===== config.mk =====
export PLATFORM = sky130hd
export DESIGN_NAME = input_capture
export DESIGN_NICKNAME = d
export VERILOG_FILES = /design/src/rtl/input_capture.sv
export SDC_FILE = /design/constraint.sdc
export NUM_CORES = 1
export LEC_CHECK = 0
export ABC_AREA = 1
export CAP_MARGIN = 20
export CORE_ASPECT_RATIO = 1.4
export CORE_UTILIZATION = 35
export DETAILED_ROUTE_END_ITERATION = 16
export GPL_TIMING_DRIVEN = 1
export PLACE_DENSITY = 0.62
export RECOVER_POWER = 100
export SLEW_MARGIN = 15
export SYNTH_ARGS = -nofsm -noshare
export SYNTH_HDL_FRONTEND = slang
export SYNTH_SLANG_ARGS = --single-unit
export TNS_END_PERCENT = 50

===== constraint.sdc =====
create_clock -name clk -period 8.4 [get_ports clk]
set_input_delay 1.68 -clock clk [delete_from_list [all_inputs] [get_ports clk]]
set_output_delay 1.68 -clock clk [all_outputs]
set_load 0.05 [all_outputs]

===== src/rtl/input_capture.sv =====
`default_nettype none
// ============================================================================
//  Module      : input_capture
//  Description : Synchronises and debounces raw joystick / push-button pins,
//                encodes them into SIZE-bit words and emits one-cycle write
//                strobes towards the data memory input slots whenever an
//                encoded word changes, plus one strobe right after reset.
//                Optional feature macro: INPUT_REFRESH_EN (periodic re-write
//                of both slots every REFRESH_CYCLES cycles).
//  Revision    : 1.0 - initial release
// ============================================================================
module input_capture #(
    parameter int SIZE            = 16,
    parameter int NUM_BUTTONS     = 4,
    parameter int DEBOUNCE_CYCLES = 500000,
    parameter int REFRESH_CYCLES  = 1000000
) (
    input  logic                   clk,
    input  logic                   rst,
    input  logic [3:0]             joy_raw,
    input  logic [NUM_BUTTONS-1:0] btn_raw,
    output logic [SIZE-1:0]        input0_write_data,
    output logic                   input0_write_en,
    output logic [SIZE-1:0]        input1_write_data,
    output logic                   input1_write_en
);

    // Joystick occupies bits [3:0] of the internal vectors, buttons sit above.
    localparam int NBITS = 4 + NUM_BUTTONS;
    localparam int CW    = $clog2(DEBOUNCE_CYCLES + 1);
    localparam logic [CW-1:0] CNT_LAST = CW'(DEBOUNCE_CYCLES - 1);

    // Reject parameter sets the encoders and counters cannot represent.
    generate
        if (SIZE < 3 || SIZE < NUM_BUTTONS || DEBOUNCE_CYCLES < 1 || REFRESH_CYCLES < 2) begin : g_param_check
            $error("input_capture: illegal parameter combination");
        end
    endgenerate

    logic [NBITS-1:0] meta_q;
    logic [NBITS-1:0] sync_q;
    logic [NBITS-1:0] stable_q;
    logic [NBITS-1:0] stable_d;
    logic [CW-1:0]    cnt_q [NBITS];
    logic [CW-1:0]    cnt_d [NBITS];
    logic [SIZE-1:0]  joy_word;
    logic [SIZE-1:0]  btn_word;
    logic             init_q;
    logic             refresh_wrap;

    // Two-flop synchroniser for every asynchronous pin.
    always_ff @(posedge clk or posedge rst) begin
        if (rst) begin
            meta_q <= '0;
            sync_q <= '0;
        end else begin
            meta_q <= {btn_raw, joy_raw};
            sync_q <= meta_q;
        end
    end

    // Debounce next-state: a differing level must persist DEBOUNCE_CYCLES
    // consecutive cycles; any return to the stable level restarts the count.
    always_comb begin
        stable_d = stable_q;
        for (int i = 0; i < NBITS; i++) begin
            cnt_d[i] = cnt_q[i];
            if (sync_q[i] == stable_q[i]) begin
                cnt_d[i] = '0;
            end else if (cnt_q[i] == CNT_LAST) begin
                stable_d[i] = sync_q[i];
                cnt_d[i]    = '0;
            end else begin
                cnt_d[i] = cnt_q[i] + 1'b1;
            end
        end
    end

    // Debounce state registers.
    always_ff @(posedge clk or posedge rst) begin
        if (rst) begin
            stable_q <= '0;
            for (int i = 0; i < NBITS; i++) begin
                cnt_q[i] <= '0;
            end
        end else begin
            stable_q <= stable_d;
            for (int i = 0; i < NBITS; i++) begin
                cnt_q[i] <= cnt_d[i];
            end
        end
    end

    // Fixed-priority joystick code: up, down, left, right; none gives 0.
    always_comb begin
        joy_word = '0;
        if (stable_q[3]) begin
            joy_word = SIZE'(1);
        end else if (stable_q[2]) begin
            joy_word = SIZE'(2);
        end else if (stable_q[1]) begin
            joy_word = SIZE'(3);
        end else if (stable_q[0]) begin
            joy_word = SIZE'(4);
        end
    end

    // Button word is the raw stable levels, zero-extended.
    always_comb begin
        btn_word                  = '0;
        btn_word[NUM_BUTTONS-1:0] = stable_q[NBITS-1:4];
    end

`ifdef INPUT_REFRESH_EN
    localparam int RW = $clog2(REFRESH_CYCLES);
    localparam logic [RW-1:0] REF_LAST = RW'(REFRESH_CYCLES - 1);

    logic [RW-1:0] refresh_q;
    logic [RW-1:0] refresh_d;

    // Free-running refresh period counter, independent of change strobes.
    always_comb begin
        refresh_wrap = (refresh_q == REF_LAST);
        refresh_d    = refresh_wrap ? '0 : refresh_q + 1'b1;
    end

    // Refresh counter register.
    always_ff @(posedge clk or posedge rst) begin
        if (rst) begin
            refresh_q <= '0;
        end else begin
            refresh_q <= refresh_d;
        end
    end
`else
    // Without refresh, strobes come only from changes and the init flag.
    always_comb begin
        refresh_wrap = 1'b0;
    end
`endif

    // Init flag forces one strobe on both channels after reset release.
    always_ff @(posedge clk or posedge rst) begin
        if (rst) begin
            init_q <= 1'b1;
        end else begin
            init_q <= 1'b0;
        end
    end

    // Output registers: reload every cycle, strobe on change, init or refresh.
    always_ff @(posedge clk or posedge rst) begin
        if (rst) begin
            input0_write_data <= '0;
            input0_write_en   <= 1'b0;
            input1_write_data <= '0;
            input1_write_en   <= 1'b0;
        end else begin
            input0_write_data <= joy_word;
            input0_write_en   <= init_q | refresh_wrap | (joy_word != input0_write_data);
            input1_write_data <= btn_word;
            input1_write_en   <= init_q | refresh_wrap | (btn_word != input1_write_data);
        end
    end

endmodule
`default_nettype wire


==> run summary <==
In this run the cell area of the synthesized design comes to 10,200 µm². The average instance area after synthesis was 7.57 µm². The number of library cell types mapped by synthesis was 31. Hold path endpoint: sync_q[1]$_DFF_PP0_.

In the routed design, unresolved DRC markers number 0. The chip width came out at 146 µm. The logs give 0 for the max-slew violation count and 0 for the buffer count from post-CTS setup fixing. The average wire length per cell after detail routing works out to 11.5 µm.

The logs give 295 MHz for the upper clock frequency limit and 0 for the count of antenna-violating nets left after detailed routing. The run gives 0 as the number of antenna violations at the first check in global routing. Number of DRC markers after the initial detailed-route iteration: 385. Row generation in the floorplan step produced 73 rows. Measured in cells, the most critical reg-to-reg path has a length of 6. Buffers inserted to repair hold after CTS numbered 0.

The placement-stage cell area is 10,700 µm², and the maximum clock path buffer count is 2. Counting every instance in the synthesized netlist gives 1,344. For this design the static power due to leakage is 4.97 nW. Clock-pin slew was measured on the worst setup and hold paths at 0.07 ns.

The minimum clock period works out to 3.39 ns. By startpoint and endpoint, the worst setup path is classified as input port to async pin. For the post-cts repair resize count, the log shows 0. Cell chosen for the clock root: sky130_fd_sc_hd__clkbuf_16. The layout overhead on the synthesized area was 10.3%; the final hold violation count was 0. During synthesis, Yosys emitted a total of 0 warnings. The most critical setup path has its startpoint at rst. The placed wire-length estimate after detailed placement is 14,800 µm, and the number of H-tree branching levels is 4. The filler-free cell count of the finished design was 1,759. At the worst endpoint, the arrival time is 3.81 ns.

The total power density per cell area works out to 163 nW/µm². In this run the tightest slew margin relative to its limit is 38.4%. For the worst setup path, the data required time is 8.82 ns. The first global-routing pass estimated 35,100 µm of wire. Of all flip-flops after synthesis, the portion carrying an async set or reset was 100%. Using the TritonRoute via totals, the vias-per-cell ratio works out to 4.60.

The top fanout value on the critical path was 112. The capturing point of the worst reg2reg path is cnt_q[62]$_DFF_PP0_. The worst setup slack for register-to-register paths was 6.75 ns. The kind of end point of the critical path is an async pin.

The number of clock buffers added by TritonCTS is 17. 0 antenna diodes ended up in the layout. Once the floorplan was initialized, standard cells occupied 35.7% of the core.

After the last flow step, the layout net total stands at 1,389. Routability-driven placement finished with a final weighted congestion of 0.863. For this design the top-level I/O count stands at 44. The tools report the number of global-route vias before repair as 7,586. Along the worst hold path, the cell count comes to 0.

TritonCTS built the clock tree. The source of the worst hold timing path was meta_q[1]$_DFF_PP0_. The logs give 11,200 µm² for the area of all placed cells without fillers and 20,300 µm for the wire length after detailed routing. The first detailed-routing pass took 6 iterations. At the later pin of the worst-skew pair, clock insertion delay measures 0.43 ns. The number of placed instances, taps included, is 1,727. For this run the aggregate overflow at the end of global routing stands at 0.

IR analysis of the VDD net gives a maximum drop of 0.000117 V. The share of the clock period used by the worst path is 40.3%, and the via count is 8,099. Number of synthesized register bits: 186. The count of port buffers added during placement is 18. The tightest min-delay check is of the flop to flop type. The worst flop-to-flop path startpoint was cnt_q[57]$_DFF_PP0_.

Between clock sinks in the finished design, the worst skew comes to 0.0114 ns. Setup repair after global routing left no endpoint under its margin. The overall die height works out to 204 µm.

Among all flip-flop cells after synthesis, the most frequent one is sky130_fd_sc_hd__dfrtp_1. The number of enable flip-flop cells after synthesis came out at 0. The run finished with clean final reports. The total core area is 28,500 µm².

Adding up every negative setup slack in the final design gives 0 ns. The worst setup path is launched from an input port. The final count of negative-setup-slack endpoints is 0, and the number of maximum-capacitance constraint violations is 0.

The tree built by TritonCTS fans out to 186 sinks. The die covers 29,800 µm². The maximum number of pins on one net before global-route repair is 113, and the slew of the pin with the lowest slew margin is 0.924 ns. The total routing usage reported by global routing was 14.4%.

Of the cells placed in the final design, the portion with a size suffix greater than 1 is 4.99%. Of the synthesized area, sequential elements account for 45.8%.
==> area by class of cell <==
cell class | count | area (µm²)
fill | 2992 | 17300
inverter | 152 | 578
sequential | 186 | 4660
timing repair buffer | 19 | 188
clock buffer | 17 | 425
tap | 375 | 469
multi-input combinational | 995 | 4730
clock inverter | 15 | 175
==> flip-flops by register name (all words and copies together) (netlist names) <==
name / count
input0_write_en: 1
cnt_q: 152
init_q: 1
input1_write_data: 4
input0_write_data: 3
stable_q: 8
sync_q: 8
meta_q: 8
input1_write_en: 1
==> metrics by stage <==
stage / total power [W] / hold slack [ns] / worst slack [ns] / utilization (%)
2_1_floorplan: 0.00101 / 0.331 / 1.66 / -
3_5_place_dp: 0.00102 / 0.337 / 4.58 / 37.5
6_report: 0.00183 / 0.351 / 5.01 / 39.4
4_1_cts: 0.00187 / 0.354 / 5.03 / 39.6
5_1_grt: 0.00191 / 0.358 / 4.70 / 39.4
3_3_place_gp: 0.00102 / 0.341 / 4.59 / 37.5
==> metal layers <==
layer	wire length [µm]	vias up	track usage, %	share of wire [%]
li1	-	4151	-	-
met1	8920	3799	16.8	44
met4	528	0	5.69	2.6
met5	0	-	0	0
met2	10400	115	26.2	51
met3	444	34	2.51	2.2
==> synth_stat cells (all sizes together) (8+ instances only) <==
cell / count / area share, %
xnor2: 18 / 1.5
o21ai: 15 / 0.74
dfrtp: 185 / 46
buf: 36 / 2.4
nor2: 373 / 15
ha: 8 / 0.98
nor3b: 14 / 1.0
inv: 152 / 5.6
nor3: 11 / 0.54
o21bai: 9 / 0.66
nand4: 15 / 0.92
nand3: 115 / 5.7
nand2: 289 / 11
xor2: 68 / 6.0
a21oi: 22 / 1.1
==> cells by family (layout without fill, tap and decap cells) <==
logic type	after synthesis	in the layout	share of synthesized area [%]
compound gates	51	51	2.83
flops	186	186	45.8
xor+xnor	86	86	7.55
fa+ha+maj	8	8	0.984
buf+inv	188	203	8.04
simple gates	824	824	34.8
other cells	1	26	0.0369
==> critical path, stage by stage <==
cell	delay, ns
sky130_fd_sc_hd__dlygate4sd3_1	0.61
sky130_fd_sc_hd__inv_8	0.52
sky130_fd_sc_hd__buf_4	0.86
==> worst max-delay path by stage <==
stage	end	slack [ns]
after global placement	cnt_q[148]$_DFF_PP0_	4.59
after detailed placement	cnt_q[148]$_DFF_PP0_	4.58
after global routing	cnt_q[136]$_DFF_PP0_	4.70
after floorplan	cnt_q[0]$_DFF_PP0_	1.66
final	cnt_q[116]$_DFF_PP0_	5.01
after CTS	cnt_q[136]$_DFF_PP0_	5.03
==> report_power, final <==
| group | switching (W) | total (W) | leakage (nW) | internal [W] |
|---|---|---|---|---|
| clock network | 0.000378 | 0.000829 | 0.292 | 0.000451 |
| logic | 0.0000693 | 0.0000849 | 2.14 | 0.0000156 |
| registers | 0.00000928 | 0.000918 | 2.53 | 0.000909 |
| total | 0.000456 | 0.00183 | 4.97 | 0.00138 |
==> cell usage in the layout, fill, tap and decap left out <==
cell and instances:
sky130_fd_sc_hd__inv_8 4, sky130_fd_sc_hd__nand3_1 115, sky130_fd_sc_hd__o21a_1 1, sky130_fd_sc_hd__nand2_4 1, sky130_fd_sc_hd__buf_4 1, sky130_fd_sc_hd__xor2_1 68
sky130_fd_sc_hd__ha_1 8, sky130_fd_sc_hd__nand4_1 15, sky130_fd_sc_hd__o21ai_1 1, sky130_fd_sc_hd__a31oi_1 2, sky130_fd_sc_hd__clkinv_2 1, sky130_fd_sc_hd__dfstp_2 1
sky130_fd_sc_hd__conb_1 26, sky130_fd_sc_hd__o21bai_1 9, sky130_fd_sc_hd__xnor2_1 18, sky130_fd_sc_hd__nor2_1 349, sky130_fd_sc_hd__nor3b_1 14, sky130_fd_sc_hd__nor2_4 9
sky130_fd_sc_hd__nor3_1 11, sky130_fd_sc_hd__a21oi_1 22, sky130_fd_sc_hd__bufinv_16 2, sky130_fd_sc_hd__clkbuf_16 17, sky130_fd_sc_hd__dfrtp_1 185, sky130_fd_sc_hd__inv_6 7
sky130_fd_sc_hd__nand3b_1 1, sky130_fd_sc_hd__and2_1 6, sky130_fd_sc_hd__nor2_2 15, sky130_fd_sc_hd__o21ai_0 14, sky130_fd_sc_hd__o2111ai_1 1, sky130_fd_sc_hd__o22ai_1 1
sky130_fd_sc_hd__dlygate4sd3_1 18, sky130_fd_sc_hd__clkinvlp_4 2, sky130_fd_sc_hd__nand2_1 279, sky130_fd_sc_hd__inv_1 151, sky130_fd_sc_hd__nand2_2 9
Note: power is estimated with default switching activity, not from simulation.
